===== src/rtl/memrd_pkg.sv =====
// Shared encodings for the memory-stage load path: access sizes, controller
// states and the constants used by the error response.
package memrd_pkg;

    typedef enum logic [1:0] {
        SZ_BYTE = 2'b00,
        SZ_HALF = 2'b01,
        SZ_WORD = 2'b10,
        SZ_ILL  = 2'b11
    } size_e;

    typedef enum logic [1:0] {
        ST_IDLE = 2'b00,
        ST_DMEM = 2'b01,
        ST_PERI = 2'b10
    } state_e;

    localparam int          PERI_TAG_W = 16;
    localparam logic [31:0] ERR_DATA   = 32'h0000_0000;

endpackage


===== src/rtl/load_align_ext.sv =====
// Picks the byte/half/word addressed by lane out of a fetched word and
// sign- or zero-extends it to the full data width.
module load_align_ext
    import memrd_pkg::*;
(
    input  logic [31:0] word,
    input  logic [1:0]  lane,
    input  size_e       size,
    input  logic        sgn,
    output logic [31:0] data
);

    logic [7:0]  byte_v;
    logic [15:0] half_v;

    always_comb begin
        byte_v = word[{lane, 3'b000} +: 8];
        half_v = lane[1] ? word[31:16] : word[15:0];
        data   = ERR_DATA;
        case (size)
            SZ_BYTE: data = {{24{sgn & byte_v[7]}}, byte_v};
            SZ_HALF: data = {{16{sgn & half_v[15]}}, half_v};
            SZ_WORD: data = word;
            default: data = ERR_DATA;
        endcase
    end

endmodule


===== src/rtl/memrd_path_ctrl.sv =====
// Load-data path of the memory stage: routes a load to data memory or one of
// NUM_PERI peripherals, waits for the data, then returns it aligned/extended.
module memrd_path_ctrl
    import memrd_pkg::*;
#(
    parameter int          DATA_W   = 32,
    parameter int          ADDR_W   = 32,
    parameter int          NUM_PERI = 4,
    parameter logic [15:0] PERI_TAG = 16'hFFFF,
    parameter int          PSEL_LSB = 8,
    parameter int          TIMEOUT  = 16
) (
    input  logic                     clk,
    input  logic                     rstn,
    input  logic                     ld_req,
    input  logic [ADDR_W-1:0]        ld_addr,
    input  logic [1:0]               ld_size,
    input  logic                     ld_signed,
    output logic                     ld_busy,
    output logic                     ld_valid,
    output logic                     ld_err,
    output logic [DATA_W-1:0]        ld_data,
    output logic                     dmem_rd_en,
    output logic [ADDR_W-1:0]        dmem_addr,
    input  logic [DATA_W-1:0]        dmem_rdata,
    output logic [NUM_PERI-1:0]      peri_rd_en,
    output logic [PSEL_LSB-1:0]      peri_addr,
    input  logic [NUM_PERI*DATA_W-1:0] peri_rdata,
    input  logic [NUM_PERI-1:0]      peri_ack
);

    localparam int TW = $clog2(TIMEOUT);

    state_e              state, state_nxt;
    logic [1:0]          lane_q;
    size_e               size_q;
    logic                sgn_q;
    logic [TW-1:0]       timer;
    logic [PSEL_LSB-1:0] paddr_q;
    logic [NUM_PERI-1:0] psel_q;

    size_e               sz;
    logic [3:0]          pidx;
    logic                in_peri, misalign, unmapped;
    logic                accept, acc_err, acc_peri, acc_dmem;
    logic [NUM_PERI-1:0] onehot;
    logic                sel_ack, timed_out;
    logic [DATA_W-1:0]   sel_rdata, src_word, aligned;

    always_comb begin
        sz        = size_e'(ld_size);
        pidx      = ld_addr[PSEL_LSB +: 4];
        in_peri   = (ld_addr[ADDR_W-1 -: PERI_TAG_W] == PERI_TAG);
        misalign  = (sz == SZ_ILL) || (sz == SZ_HALF && ld_addr[0]) ||
                    (sz == SZ_WORD && ld_addr[1:0] != 2'b00);
        unmapped  = in_peri && ({1'b0, pidx} >= 5'(NUM_PERI));
        accept    = (state == ST_IDLE) && ld_req;
        acc_err   = accept && (misalign || unmapped);
        acc_peri  = accept && !misalign && in_peri && !unmapped;
        acc_dmem  = accept && !misalign && !in_peri;
        onehot    = '0;
        sel_rdata = '0;
        for (int i = 0; i < NUM_PERI; i++) begin
            onehot[i] = (pidx == 4'(i));
            if (psel_q[i])
                sel_rdata = sel_rdata | peri_rdata[i*DATA_W +: DATA_W];
        end
        // Only the channel we actually requested may complete the access.
        sel_ack   = |(peri_ack & psel_q);
        timed_out = (timer == TW'(TIMEOUT - 1));
        src_word  = (state == ST_DMEM) ? dmem_rdata : sel_rdata;
    end

    load_align_ext u_align (
        .word (src_word),
        .lane (lane_q),
        .size (size_q),
        .sgn  (sgn_q),
        .data (aligned)
    );

    always_comb begin
        state_nxt  = state;
        dmem_rd_en = 1'b0;
        case (state)
            ST_IDLE: begin
                if (acc_dmem) begin
                    dmem_rd_en = 1'b1;
                    state_nxt  = ST_DMEM;
                end else if (acc_peri) begin
                    state_nxt  = ST_PERI;
                end
            end
            ST_DMEM: state_nxt = ST_IDLE;
            ST_PERI: if (sel_ack || timed_out) state_nxt = ST_IDLE;
            default: state_nxt = ST_IDLE;
        endcase
    end

    assign dmem_addr  = {ld_addr[ADDR_W-1:2], 2'b00};
    assign ld_busy    = (state != ST_IDLE);
    assign peri_rd_en = psel_q;
    assign peri_addr  = paddr_q;

    always_ff @(posedge clk) begin
        if (!rstn) begin
            state    <= ST_IDLE;
            ld_valid <= 1'b0;
            ld_err   <= 1'b0;
            ld_data  <= '0;
            psel_q   <= '0;
            timer    <= '0;
            lane_q   <= 2'b00;
            size_q   <= SZ_BYTE;
            sgn_q    <= 1'b0;
            paddr_q  <= '0;
        end else begin
            state    <= state_nxt;
            ld_valid <= 1'b0;
            if (accept) begin
                lane_q  <= ld_addr[1:0];
                size_q  <= sz;
                sgn_q   <= ld_signed;
                paddr_q <= {ld_addr[PSEL_LSB-1:2], 2'b00};
                timer   <= '0;
            end
            if (acc_err) begin
                ld_valid <= 1'b1;
                ld_err   <= 1'b1;
                ld_data  <= ERR_DATA;
            end
            if (acc_peri)
                psel_q <= onehot;
            case (state)
                ST_DMEM: begin
                    ld_valid <= 1'b1;
                    ld_err   <= 1'b0;
                    ld_data  <= aligned;
                end
                ST_PERI: begin
                    timer <= timer + TW'(1);
                    // A late ack still beats the timeout in the same cycle.
                    if (sel_ack) begin
                        ld_valid <= 1'b1;
                        ld_err   <= 1'b0;
                        ld_data  <= aligned;
                        psel_q   <= '0;
                    end else if (timed_out) begin
                        ld_valid <= 1'b1;
                        ld_err   <= 1'b1;
                        ld_data  <= ERR_DATA;
                        psel_q   <= '0;
                    end
                end
                default: ;
            endcase
        end
    end

endmodule

===== config.mk =====
export PLATFORM = sky130hd
export DESIGN_NAME = memrd_path_ctrl
export DESIGN_NICKNAME = d
export VERILOG_FILES = /design/src/rtl/memrd_pkg.sv /design/src/rtl/load_align_ext.sv /design/src/rtl/memrd_path_ctrl.sv
export SDC_FILE = /design/constraint.sdc
export NUM_CORES = 1
export LEC_CHECK = 0
export CAP_MARGIN = 20
export CORE_ASPECT_RATIO = 1.4
export CORE_MARGIN = 2
export CORE_UTILIZATION = 36
export CTS_CLUSTER_DIAMETER = 150
export DETAILED_ROUTE_END_ITERATION = 16
export GPL_TIMING_DRIVEN = 1
export PLACE_DENSITY = 0.82
export SKIP_LAST_GASP = 1
export SYNTH_ARGS = -nofsm -noshare
export SYNTH_HDL_FRONTEND = slang
export SYNTH_SLANG_ARGS = --single-unit

===== constraint.sdc =====
create_clock -name clk -period 2.67 [get_ports clk]
set_input_delay 0.534 -clock clk [delete_from_list [all_inputs] [get_ports clk]]
set_output_delay 0.534 -clock clk [all_outputs]
set_load 0.02 [all_outputs]

# Yosys cells after proc, flatten, opt, wreduce, memory -nomap -nowiden
# Cells that the tools add are included.
dict set report word_totals {
  register_bits 55
  latchBits 0
  ram_bits 0
  mem_bits_ro 0
  inputBits 202
  output_inout_bits 80
  wordCells 88
  mem_count 0
}
dict set report classes {
  addsub 1
  multipliers 0
  n_div 0
  n_lt_le_gt_ge 1
  eq_ne 14
  shifts 1
  n_mux 31
  n_bitwise 6
  reduce_logical 24
}
# operator n
set ops {}
lappend ops {{two-way mux 32 bit} 8}
lappend ops {{bitwise OR 32 bit} 3}
lappend ops {{case mux 32 bit (3 select lines)} 1}
lappend ops {{case mux 32 bit (2 select lines)} 1}
lappend ops {{indexed part select 32 x 6 -> 8 bit} 1}
lappend ops {{two-way mux 4 bit} 6}
lappend ops {{equality test 16 bit, second input constant} 1}
lappend ops {{two-way mux 16 bit} 1}
lappend ops {{logical AND 1 bit} 9}
lappend ops {{equality test 2 bit, second input constant} 4}
lappend ops {{equality test 4 x 2 -> 1 bit, second input constant} 2}
lappend ops {{two-way mux 1 bit} 8}
lappend ops {{equality test 2 x 1 -> 1 bit, second input constant} 3}
lappend ops {{two-way mux 2 bit} 3}
lappend ops {{nonzero test 2 bit} 3}
lappend ops {{adder 4 x 1 -> 4 bit, second input constant} 1}
lappend ops {{bitwise AND 4 bit} 1}
lappend ops {{equality test 4 x 1 -> 1 bit, second input constant} 1}
lappend ops {{equality test 4 bit, second input constant} 1}
lappend ops {{greater-or-equal comparator 4 x 3 -> 1 bit, second input constant} 1}
lappend ops {{zero test 2 bit} 2}
lappend ops {{zero test 4 bit} 1}
lappend ops {{logical OR 1 bit} 4}
lappend ops {{case mux 1 bit (2 select lines)} 2}
lappend ops {{7 further kinds} 10}

# Longest topological paths before layout
# Gate-level depths: netlist (run 1).
dict set report depth {
  depth_word 13
  depth_mapped 11
  ltp_nobuf 8
}

# Modules after synthesis
# A second synthesis (run 1) with hierarchy kept.
dict set report hier_totals {
  hier_cells 513
  area_unflattened_um2 4286.6
}
# module instances cells_each area_each_um2 seq_area_each_um2
set modules_own_cells {}
lappend modules_own_cells {memrd_path_ctrl 1 392 3422.0 1101.1}
lappend modules_own_cells {load_align_ext 1 121 864.6 0.0}

# Worst setup path before layout (run 1)
# Ideal clock, no wire load.
dict set report synth_path {
  path_kind {input to register}
  start {in ld_addr[23]}
  end {reg ld_data[16]}
  setup_time_ns 0.143
  t_arrival_ns 1.961
  required_time_ns 2.527
  path_slack_ns 0.566
  cell_stages 7
  n_path_buf 1
  path_cell_list {nand4_1 or4_4 o21ai_4 a22oi_4 buf_4 a22oi_1 a211oi_2}
}
dict set report synth_between {
  elab_chain_cells 8
}
# item line
set synth_rtl {}
lappend synth_rtl {{start: declaration} memrd_path_ctrl.sv:16} ;# input logic [ADDR_W-1:0] ld_addr,
lappend synth_rtl {{equality test 16 bit (*)} memrd_path_ctrl.sv:53} ;# in_peri = (ld_addr[ADDR_W-1 -: PERI_TAG_W] == PERI_TAG);
lappend synth_rtl {{logical AND 1 bit (*)} memrd_path_ctrl.sv:56} ;# unmapped = in_peri && ({1'b0, pidx} >= 5'(NUM_PERI));
lappend synth_rtl {{logical OR 1 bit (*)} memrd_path_ctrl.sv:58} ;# acc_err = accept && (misalign || unmapped);
lappend synth_rtl {{logical AND 1 bit (*)} memrd_path_ctrl.sv:58}
lappend synth_rtl {{two-way mux 32 bit (*)} memrd_path_ctrl.sv:127} ;# if (acc_err) begin
lappend synth_rtl {{two-way mux 32 bit} memrd_path_ctrl.sv:148} ;# end else if (timed_out) begin
lappend synth_rtl {{two-way mux 32 bit} memrd_path_ctrl.sv:143} ;# if (sel_ack) begin
lappend synth_rtl {{case mux 32 bit (2 select lines) (*)} memrd_path_ctrl.sv:134} ;# case (state)
lappend synth_rtl {{end signal: assignment} memrd_path_ctrl.sv:138} ;# ld_data <= aligned;
lappend synth_rtl {{end signal: assignment} memrd_path_ctrl.sv:146} ;# ld_data <= aligned;
lappend synth_rtl {{end: declaration} memrd_path_ctrl.sv:22} ;# output logic [DATA_W-1:0] ld_data,
# Mark *: on every way between the ends. The rest lies on a longest branch, timed or not.
# A chain may end at the register's enable or synchronous reset.

# Final worst setup path (run 1)
dict set report layout_path {
  start {in ld_addr[23]}
  end {out dmem_rd_en}
}
dict set report layout_between {
  elab_chain_cells 5
}
# item line
set layout_rtl {}
lappend layout_rtl {{equality test 16 bit} memrd_path_ctrl.sv:53}
lappend layout_rtl {{zero test 1 bit} memrd_path_ctrl.sv:60} ;# acc_dmem = accept && !misalign && !in_peri;
lappend layout_rtl {{logical AND 1 bit} memrd_path_ctrl.sv:60}
lappend layout_rtl {{two-way mux 1 bit} memrd_path_ctrl.sv:87} ;# if (acc_dmem) begin
lappend layout_rtl {{two-way mux 1 bit} memrd_path_ctrl.sv:85} ;# case (state)
lappend layout_rtl {{end: declaration} memrd_path_ctrl.sv:23} ;# output logic dmem_rd_en,
# Every way passes these cells.

==> results.tsv, run 1 <==
metric	value	unit
Clock Tree Buf Depth	2	
pre-CTS setup slack	-0.319	ns
vias per cell	5.74	
largest family of logic cells by synthesized area	compound AO/OA/AOI/OAI gates	
Final Setup Violations	0	
CTS clk-pin slew, worst paths	0.08	ns
buffer count from post-CTS setup fixing	0	
initial antenna violation count	0	
NetSw	0.672	mW
Peak Freq	386	MHz
mux cell area share after synthesis	1.34	%
CTS tree	yes	
Async SR Flop Fraction	0	%
die area	0.0123	mm^2
Crit Path Max Fanout	2	
Simple-Gate Fraction of Synth Area	14.0	%
layout cells sized above 1	10.2	%
switch share	28.0	%
Num CTS Buffers	5	
period utilization	96.9	%
Mapped Cells	509	
# DRC	0	
Post-Synth XOR/XNOR Area	0	%
core area	0.0112	mm^2
synthesized area	0.00410	mm^2
die height	130	um
final hold slack	0.454	ns
Layout Cells excl Fill	888	
Worst Path Arrival	2.05	ns
number of global-route vias before repair	5110	
Pre-antenna DRT Iters	5	
1st-iter DRT viols	233	
first-pass GRT wire length	26100	um
Pwr Total	2.40	mW
CTS H-tree depth	2	
synth unique cells	57	
sequential fraction of the synthesis area	26.8	%
via count	5094	
Port Buf Inserts	269	
Total GRT Usage	27.0	%
Crit. End Element	output pin	
P&R area growth vs syn	70.1	%
met2 wire length	9090	um
Rel. slew slack	45.7	%
Worst-Margin Slew	0.808	ns
Synth Flop Type	dfxtp_1	
Max Cap Viol	0	
gr ovfl total	0	
P_leak	2.37	nW
status	completed	
Post-CTS Resized	4	
register share of total power	35.4	%
boundary pin count	282	
Rows	46	
post-synthesis compound-gate area fraction	43.7	%
Placer Congestion	0.842	
Final Hold Viols	0	
most frequent cells in the layout	clkdlybuf4s50_1 (268), a22oi_1 (73), a21oi_1 (56)	
Initial Utilization	36.5	%
Post-synth EDFFs	0	
Hold Path Class	flip-flop to flip-flop	
die width	94.2	um
met3 wire length	1480	um
Worst Path Required	2.14	ns
Gate power share	32.9	%
drt wl/cell	19.6	um
Synth Area in Adders	1.22	%
final net count	949	
largest net degree at the start of global routing	31	
most common cell after layout, fill and taps aside	clkdlybuf4s50_1	
power density over the cells	344	mW/mm^2
Routed Antenna Nets	0	
clock network fraction of design power	31.7	%
clock root buffer	clkbuf_16	
top routing layer in use	met4	
RSZ-0062 raised after global routing	false	
count of pins over their slew limit	0	
clk_lat worst skew	0.30	ns
CP Class	primary input to output pin	
Fin Clk Skew	0.00944	ns
ANT cells	0	
DP HPWL	13900	um
CP Launch Type	primary input	
PnR worst setup slack	0.0819	ns
Synth Register Bits	55	
yosys warns	0	
# hold bufs at CTS	0	
M1 wire length	6340	um
Layout Utilization	62.2	%
placed cells	880	
internal power	1.73	mW
Tmin final	2.59	ns
worst vdd ir	0.245	mV
Clock Sink Count	55	
WL final	17400	um
Mean Syn Cell Area	8.06	um^2
synthesized netlist by cell type (all sizes together), types with 3 or more instances:
master,number,area [um^2]
ha,4,50.1
clkbuf,20,75.1
a2bb2oi,4,35.0
buf,61,419
inv,8,30.0
or3,3,18.8
and2,5,33.8
o21ai,16,95.1
a22oi,78,619
a31oi,3,33.8
mux2,4,45.0
nor3,4,20.0
nand3,19,95.1
nand2,35,134
a21oi,56,280
o21a,16,120
dfxtp,55,1100
a211oi,22,215
nor3b,4,30.0
nor2b,8,50.1
nor2,19,71.3
a221oi,8,70.1
o22ai,6,51.3
o2bb2ai,15,131
nand2b,3,18.8
a31o,4,35.0
nand4,5,31.3
and3,6,37.5
worst max-delay path, stage by stage:
cell and delay (ns):
clkdlybuf4s50_1 0.49, nand4_1 0.13, or4_4 0.55, and3_1 0.20, buf_2 0.16
sequential cells by signal (all words and copies together), names as in the netlist:
| signal | cells |
|---|---|
| ld_err | 1 |
| state | 2 |
| ld_valid | 1 |
| peri_rd_en | 4 |
| timer | 4 |
| lane_q | 2 |
| peri_addr | 6 |
| sgn_q | 1 |
| ld_data | 32 |
| size_q | 2 |
per-layer routing:
metal  vias to the layer above  global-route usage [%]
met5                         -                       0
met4                         0                    9.38
met3                        39                    6.12
met2                       286                    52.3
met1                      2387                    28.2
li1                       2382                       -
metrics by stage:
step	instance area, um^2	TNS [ns]
after floorplan	4110	0
after global placement	6810	-2.14
after global routing	6980	0
after CTS	6980	0
final	6980	0
after detailed placement	6810	-2.77
final cells by class:
class / instances / area (um^2)
clock buffers: 5 / 125
clock inverters: 3 / 46.3
fillers: 966 / 4250
inverters: 8 / 30.0
multi-input cells: 368 / 2490
flip-flops and latches: 55 / 1100
well taps: 144 / 180
repair buffers: 305 / 3010
power groups by stage:
stage               Sequential (mW)  Combinational [mW]  Clock [mW]
floorplan                     0.874               0.331           0
global placement              0.869               0.774           0
detailed placement            0.870               0.783           0
CTS                           0.851               0.788       0.769
global route                  0.854               0.840       0.805
finish                        0.851               0.790       0.762
path summary, 6_finish.rpt:
check,startpoint,to,slack [ns],depth (start not counted)
max,ld_addr[23],dmem_rd_en,0.08,5
min,ld_data[1],ld_data[1],0.45,2
max reg2reg,state[1],ld_data[23],0.22,9
min reg2reg,ld_data[1],ld_data[1],0.45,2
kinds of logic (layout without fill, tap and decap cells):
group           after synthesis  after routing
mux                           5              5
flops                        55             55
other cells                   1              4
compound gates              240            240
buf+inv                      89            321
fa+ha+maj                     4              4
simple gates                115            115
No activity file was read; power rests on OpenSTA's default activity.
==> run 2: changes to the inputs <==
--- a/config.mk
+++ b/config.mk
@@ -6,11 +6,10 @@
 export NUM_CORES = 1
 export LEC_CHECK = 0
 export CAP_MARGIN = 20
-export CORE_ASPECT_RATIO = 1.4
-export CORE_MARGIN = 2
-export CORE_UTILIZATION = 36
+export CORE_AREA = 2 2 109 111
 export CTS_CLUSTER_DIAMETER = 150
 export DETAILED_ROUTE_END_ITERATION = 16
+export DIE_AREA = 0 0 111 113
 export GPL_TIMING_DRIVEN = 1
 export PLACE_DENSITY = 0.82
 export SKIP_LAST_GASP = 1
==> constraint.sdc (replaced) <==
create_clock -name clk -period 3.3 [get_ports clk]
set_input_delay 0.66 -clock clk [delete_from_list [all_inputs] [get_ports clk]]
set_output_delay 0.66 -clock clk [all_outputs]
set_load 0.02 [all_outputs]
==> results.tsv, run 2 (same netlist as run 1, synthesis figures left out) <==
metric	value	unit
status	completed	
Placer Congestion	0.868	
most common cell after layout, fill and taps aside	clkdlybuf4s50_1	
Min-Delay Endpoint	peri_addr[4]	
buffer count from post-CTS setup fixing	0	
end of the worst register-to-register path	ld_data[23]	
DP HPWL	14000	um
hold path depth	2	
vias per cell	5.73	
Routed Antenna Nets	0	
Worst-Margin Slew	0.858	ns
Num CTS Buffers	5	
setup TNS	0	ns
layout cells sized above 1	7.72	%
drt wl/cell	20.3	um
CP Class	primary input to output pin	
PnR worst setup slack	0.0730	ns
# fillers	985	
1st-iter DRT viols	481	
P&R area growth vs syn	65.4	%
clock network fraction of design power	29.7	%
Tmin final	3.23	ns
gr ovfl total	0	
CTS tree	yes	
Reg2Reg Depth	9	
CTS clk-pin slew, worst paths	0.07	ns
min-delay src	peri_addr[4]	
Pre-antenna DRT Iters	7	
Final Setup Violations	0	
Port Buf Inserts	269	
worst vdd ir	0.210	mV
switch share	28.2	%
Reg-to-Reg Start	state[1]	
core area	0.0113	mm^2
Clock Sink Count	55	
WL final	17600	um
CTS H-tree depth	2	
final net count	930	
Largest register FFs	32	
Gate power share	32.6	%
Initial Utilization	36.4	%
initial antenna violation count	0	
Post-CTS Resized	0	
Worst Path Required	2.64	ns
FF-to-FF setup slack	0.55	ns
via count	4974	
number of global-route vias before repair	4951	
die height	113	um
Rows	39	
Crit. End Element	output pin	
clock root buffer	clkbuf_16	
RSZ-0062 raised after global routing	false	
power density over the cells	270	mW/mm^2
count of pins over their slew limit	0	
Total GRT Usage	26.7	%
P_leak	2.25	nW
CP Launch Type	primary input	
Hold Path Class	flip-flop to flip-flop	
die area	0.0125	mm^2
final hold slack	0.456	ns
Max Cap Viol	0	
NetSw	0.518	mW
Clock Tree Buf Depth	2	
boundary pin count	282	
# hold bufs at CTS	0	
Fin Clk Skew	0.0101	ns
pre-CTS setup slack	0.0564	ns
# DRC	0	
Worst Path Arrival	2.57	ns
most frequent cells in the layout	clkdlybuf4s50_1 (269), a22oi_1 (73), a21oi_1 (56)	
Largest Register	ld_data	
Crit Path Max Fanout	2	
Final Hold Viols	0	
internal power	1.32	mW
die width	111	um
register share of total power	37.7	%
Pwr Total	1.84	mW
largest net degree at the start of global routing	37	
Peak Freq	310	MHz
Rel. slew slack	42.7	%
period utilization	97.8	%
first-pass GRT wire length	27100	um
ANT cells	0	
clk_lat worst skew	0.29	ns
run 2: cell count changes in the layout (fill, tap and decap cells not counted), sizes merged:
cell	before	now
buf	37	17
bufinv	1	0
clkbuf	5	6
clkdlybuf4s50	268	269
clkinv	0	1
inv	9	8
run 2: final cells by class:
type / count / area (um^2) / share of cell area [%]
repair buffers: 286 / 2830 / 41.7
multi-input cells: 368 / 2490 / 36.7
flip-flops and latches: 55 / 1100 / 16.2
well taps: 143 / 179 / 2.64
clock buffers: 6 / 139 / 2.05
inverters: 8 / 30.0 / 0.443
clock inverters: 2 / 16.3 / 0.240
run 2: power by group through the flow:
stage | combinational (mW) | clock (mW) | sequential (mW)
global route | 0.639 | 0.577 | 0.694
finish | 0.598 | 0.545 | 0.692
global placement | 0.584 | 0 | 0.707
floorplan | 0.268 | 0 | 0.708
CTS | 0.596 | 0.549 | 0.692
detailed placement | 0.592 | 0 | 0.707
run 2: how the worst max path moves through the flow:
| stage | start | to | slack [ns] | cells after the start |
|---|---|---|---|---|
| global route | ld_addr[18] | dmem_rd_en | 0.004 | 5 |
| detailed placement | ld_addr[23] | dmem_rd_en | 0.06 | 5 |
| finish | ld_addr[23] | dmem_rd_en | 0.07 | 5 |
| global placement | ld_addr[23] | dmem_rd_en | 0.08 | 5 |
| floorplan | ld_addr[23] | dmem_rd_en | 1.04 | 3 |
| CTS | ld_addr[23] | dmem_rd_en | 0.06 | 5 |
run 2: per-layer routing:
| layer | track usage [%] | share of wire [%] | vias to the layer above | wire length, um |
|---|---|---|---|---|
| met5 | 0 | 0 | - | 0 |
| met4 | 7.33 | 2.3 | 0 | 398 |
| met3 | 5.57 | 7.6 | 32 | 1340 |
| met2 | 46.4 | 49 | 229 | 8670 |
| met1 | 33.8 | 41 | 2362 | 7180 |
| li1 | - | - | 2351 | - |
run 2: stage by stage:
step,util [%],cells,cell area (um^2)
after floorplan,-,512,4110
after global placement,58.8,860,6630
after detailed placement,58.8,860,6630
after CTS,60.2,868,6790
after global routing,60.2,868,6790
final,60.2,868,6790
run 2: worst max-delay path, stage by stage:
cell and delay, ns:
clkdlybuf4s50_1 0.48, nand4_1 0.13, or4_4 0.55, and3_1 0.21, clkdlybuf4s50_1 0.54
